[src/rtl/imem_loader.sv]
// Byte-stream instruction memory loader: length header, big-endian program words, XOR checksum.
// Holds the core in reset until a load completes with a good checksum.
module imem_loader #(
  parameter int ADDR_WIDTH = 8
) (
  input  logic                  clk,
  input  logic                  rst_n,
  input  logic                  start,
  input  logic                  in_valid,
  input  logic [7:0]            in_data,
  output logic                  in_ready,
  output logic                  mem_we,
  output logic [ADDR_WIDTH-1:0] mem_addr,
  output logic [31:0]           mem_wdata,
  output logic                  cpu_hold,
  output logic                  done,
  output logic                  error,
  output logic [15:0]           word_cnt
);

  // state    | meaning
  // S_IDLE   | waiting for first start, core held
  // S_LEN_HI | expecting word-count high byte
  // S_LEN_LO | expecting word-count low byte, length checked here
  // S_DATA   | assembling program words, one write per 4 bytes
  // S_CHECK  | expecting checksum byte
  // S_DONE   | load good, core released
  // S_ERROR  | load aborted, core held
  typedef enum logic [2:0] {
    S_IDLE, S_LEN_HI, S_LEN_LO, S_DATA, S_CHECK, S_DONE, S_ERROR
  } state_t;

  localparam logic [16:0] CAPACITY = 17'd1 << ADDR_WIDTH;

  state_t      state;
  logic [15:0] len;
  logic [23:0] shift;
  logic [1:0]  byte_idx;
  logic [7:0]  csum;
  logic        xfer;

  assign xfer = in_valid & in_ready;

  always_ff @(posedge clk or negedge rst_n) begin
    if (!rst_n) begin
      state     <= S_IDLE;
      in_ready  <= 1'b0;
      mem_we    <= 1'b0;
      mem_addr  <= '0;
      mem_wdata <= '0;
      cpu_hold  <= 1'b1;
      done      <= 1'b0;
      error     <= 1'b0;
      word_cnt  <= '0;
      len       <= '0;
      shift     <= '0;
      byte_idx  <= '0;
      csum      <= '0;
    end else begin
      mem_we <= 1'b0;
      case (state)
        S_IDLE, S_DONE, S_ERROR: begin
          if (start) begin
            state    <= S_LEN_HI;
            in_ready <= 1'b1;
            cpu_hold <= 1'b1;
            done     <= 1'b0;
            error    <= 1'b0;
            word_cnt <= '0;
            csum     <= '0;
            byte_idx <= '0;
          end
        end
        S_LEN_HI: begin
          if (xfer) begin
            len[15:8] <= in_data;
            state     <= S_LEN_LO;
          end
        end
        S_LEN_LO: begin
          if (xfer) begin
            len[7:0] <= in_data;
            if ({1'b0, len[15:8], in_data} > CAPACITY) begin
              state    <= S_ERROR;
              in_ready <= 1'b0;
              error    <= 1'b1;
            end else if ({len[15:8], in_data} == 16'd0) begin
              state <= S_CHECK;
            end else begin
              state <= S_DATA;
            end
          end
        end
        S_DATA: begin
          if (xfer) begin
            csum     <= csum ^ in_data;
            byte_idx <= byte_idx + 2'd1;
            if (byte_idx == 2'd3) begin
              mem_we    <= 1'b1;
              mem_wdata <= {shift, in_data};
              mem_addr  <= word_cnt[ADDR_WIDTH-1:0];
              word_cnt  <= word_cnt + 16'd1;
              if (word_cnt + 16'd1 == len) state <= S_CHECK;
            end else begin
              shift <= {shift[15:0], in_data};
            end
          end
        end
        S_CHECK: begin
          if (xfer) begin
            in_ready <= 1'b0;
            if (in_data == csum) begin
              state    <= S_DONE;
              done     <= 1'b1;
              cpu_hold <= 1'b0;
            end else begin
              state <= S_ERROR;
              error <= 1'b1;
            end
          end
        end
        default: state <= S_IDLE;
      endcase
    end
  end

endmodule

[config.mk]
export PLATFORM = sky130hd
export DESIGN_NAME = imem_loader
export DESIGN_NICKNAME = d
export VERILOG_FILES = /design/src/rtl/imem_loader.sv
export SDC_FILE = /design/constraint.sdc
export NUM_CORES = 1
export LEC_CHECK = 0
export CORE_MARGIN = 1
export CORE_UTILIZATION = 48
export DETAILED_ROUTE_END_ITERATION = 6
export PLACE_DENSITY = 0.82
export SETUP_SLACK_MARGIN = 0.1
export SLEW_MARGIN = 20
export SYNTH_ARGS = -nofsm -noshare
export SYNTH_HDL_FRONTEND = slang
export SYNTH_SLANG_ARGS = --single-unit
export TNS_END_PERCENT = 50
[constraint.sdc]
create_clock -name clk -period 3.45 [get_ports clk]
set_input_delay 0.5175 -clock clk [delete_from_list [all_inputs] [get_ports clk]]
set_output_delay 0.5175 -clock clk [all_outputs]
set_load 0.1 [all_outputs]
==> flow_summary_export.csv <==
group,metric,value,unit
timing,fin_crit,2.78,ns
clock_network,cts_root_buffer,"clkbuf_16",
clock_network,clk_pin_slew,0.06,ns
synth,yosys.area.top_type,"dfrtp_1",
setup_path,arrival,3.03,ns
synth,synth_commonest_cells,"nand2_1, dfrtp_1, mux2_2",
timing,post-route-period-util,80.7,%
synth,yosys-top-cells-area,"dfrtp_1, mux2_2, nand2_1",
global_route,grt_overflow,0,
clock_network,cts_tree,"done",
drt,routed_wl,13100,um
min_path,hp-class,"in2async",
pwr,p_leak,3.00,nW
drt,wl_per_cell,17.4,um
synth,yosysUniqueCellTypes,53,
timing,drv_slew,0,
clock_network,cts_buffers,17,
timing,rsz0062_at_grt,"no",
clock_network,post_cts_buffers,0,
flow_run,maxCapViolCount,0,
clock_network,clock-sinks,114,
placement,placed_area,6250,um2
final_layout,diodes,0,
placement,gp_congestion,0.907,
setup_path,r2r-start,"word_cnt[2]",
timing,final.setup_skew,0.00900,ns
final_layout,areaGrowthSynthToFinish,26.2,%
die,die_w,108,um
synth,ys_seq_area_share,52.5,%
synth,synthMostInstantiatedCell,"nand2_1",
setup_path,crit_fanout,10,
final_layout,seq_area,2850,um2
setup_path,critPathLaunchType,"flip-flop",
drt,first_iter_violations,367,
pwr,vdd_drop_max,0.849,mV
setup_path,endpoint_kind,"flip-flop",
setup_path,reg2regPathDepth,6,
setup_path,worstSetupStartpoint,"word_cnt[2]",
final_layout,fin_nets,614,
synth,syn_avg_cell_area,10.3,um2
global_route,busiest_layer,"met2",
global_route,grt_pass1_wl,21500,um
global_route,grt_pass1_vias,4414,
timing,hold_ws,0.152,ns
final_layout,final_layout_size_suffix_gt1_share,18.6,%
synth,synth_ff_type,"dfrtp_1",
drt,drc,0,
synth,netlist.area_leader.share,52.0,%
synth,ys_warn_count,0,
die,ios,73,
clock_network,ctsHoldBuffers,0,
clock_network,cts_buffer_depth,2,
die,coreArea,10900,um2
clock_network,cts_max_level,4,
clock_network,ctsResizeCount,0,
setup_path,crit_type,"reg2reg",
final_layout,multi_input_area,2410,um2
global_route,grt_util_met1,31.2,%
timing,tightest_slew,1.00,ns
timing,max_slew_margin,32.8,%
drt,vias,4367,
global_route,antenna_found_initial,0,
synth,synthCells,529,
timing,max_freq,359,MHz
placement,place.port_buffers,72,
setup_path,required,3.70,ns
timing,setup_viol,0,
synth,synth_fp_nets,543,
synth,synthArstFlopShare,100,%
die,die_area,11800,um2
global_route,met2_usage,38.4,%
timing,fin_setup_tns,0,ns
die,rows,38,
drt,viasPerCell,5.80,
drt,drt-pass1-iter-count,5,
final_layout,final_area,6860,um2
synth,synth_area,5440,um2
global_route,gr-usage-met3,6.69,%
clock_network,worstSkewPairLatency,0.41,ns
timing,hold_viol_final,0,
outcome,outcome,"finished clean",
die,initial_utilization,49.7,%
synth,synth-edff-count,0,
final_layout,fillCellCount,855,
global_route,grt_max_degree,84,
global_route,grtUsageTotal,24.2,%
drt,antenna_left,0,
placement,dp_hpwl,8500,um
die,fp.dieH,108,um
synth,synth_seq_cells,114,
pwr,power.density,1030,nW/um2
routing by layer:
metal	share of wire [%]	wire [um]
met5	0	0
met4	2.2	285
met3	7.1	935
met2	49	6460
met1	41	5410
cells by family after synthesis:
| family | after synthesis | share of synthesized area [%] |
|---|---|---|
| buffers and inverters | 35 | 3.18 |
| adders and majority gates | 2 | 0.460 |
| AOI/OAI and AO/OA | 95 | 10.5 |
| DFF | 114 | 52.5 |
| muxes | 60 | 12.4 |
| and+or+nand+nor | 195 | 16.5 |
| xor gates and xnor gates | 28 | 4.51 |
placed cells by master, fill, tap and decap left out, types with 3 or more instances in the layout:
master,synthesis,final
a21o_1,3,3
buf_4,0,14
or3_1,3,3
and2_1,5,5
nand2_1,119,119
o21ai_0,45,45
a21oi_1,18,18
nand2b_1,4,4
nand3_1,11,11
nor2_1,20,19
mux2i_1,3,3
xor2_1,14,14
o41ai_1,3,3
xnor2_1,14,14
nor4_2,3,3
clkbuf_16,0,17
nor3_1,8,8
nand4_1,3,3
nor4_1,8,8
inv_1,5,5
o31ai_1,8,8
mux2_2,57,57
bufinv_16,0,3
clkinv_2,0,3
clkdlybuf4s50_1,0,65
dfrtp_1,113,113
area by class of cell:
cell class                 instances  area share (%)
timing repair buffer              81            11.5
sequential                       114            41.6
multi-input combinational        380            35.2
clock inverter                    12            2.26
tap                              140            2.55
clock buffer                      20            6.65
inverter                           6           0.328
path summary, 6_finish.rpt:
kind / endpoint / slack, ns
min reg2reg: mem_wdata[31] / 0.47
max: state[0] / 0.67
max in group asynchronous: shift[10] / 2.58
min in group clk: mem_wdata[31] / 0.47
max reg2reg: state[0] / 0.67
min: word_cnt[4] / 0.15
registers in the layout, summed over array words and instances, names as in the netlist, 2 cells and up:
signal,flops
word_cnt,16
csum,8
mem_addr,8
byte_idx,2
shift,24
len,16
mem_wdata,32
state,3
power by group:
part / switching, mW / total (mW) / internal, mW
Combinational: 2.04 / 2.98 / 0.938
Clock: 0.619 / 1.79 / 1.17
Sequential: 0.465 / 2.30 / 1.83
critical path, cell delays in order, from the launching register on:
cell and delay (ns):
dfrtp_1 0.51, nand3_1 0.40, nor4_2 0.62, o221ai_1 0.18
or4_4 0.46, o31ai_1 0.30, a41oi_1 0.15
metrics by stage:
step	utilization, %	cells	power (mW)	setup slack [ns]
3_3_place_gp	57.1	721	5.16	0.765
5_1_grt	62.8	753	7.38	0.523
4_1_cts	62.7	753	7.09	0.676
2_1_floorplan	-	529	4.48	0.327
6_report	62.8	753	7.07	0.667
3_5_place_dp	57.1	721	5.25	0.684
(Power assumes the default switching activity.)
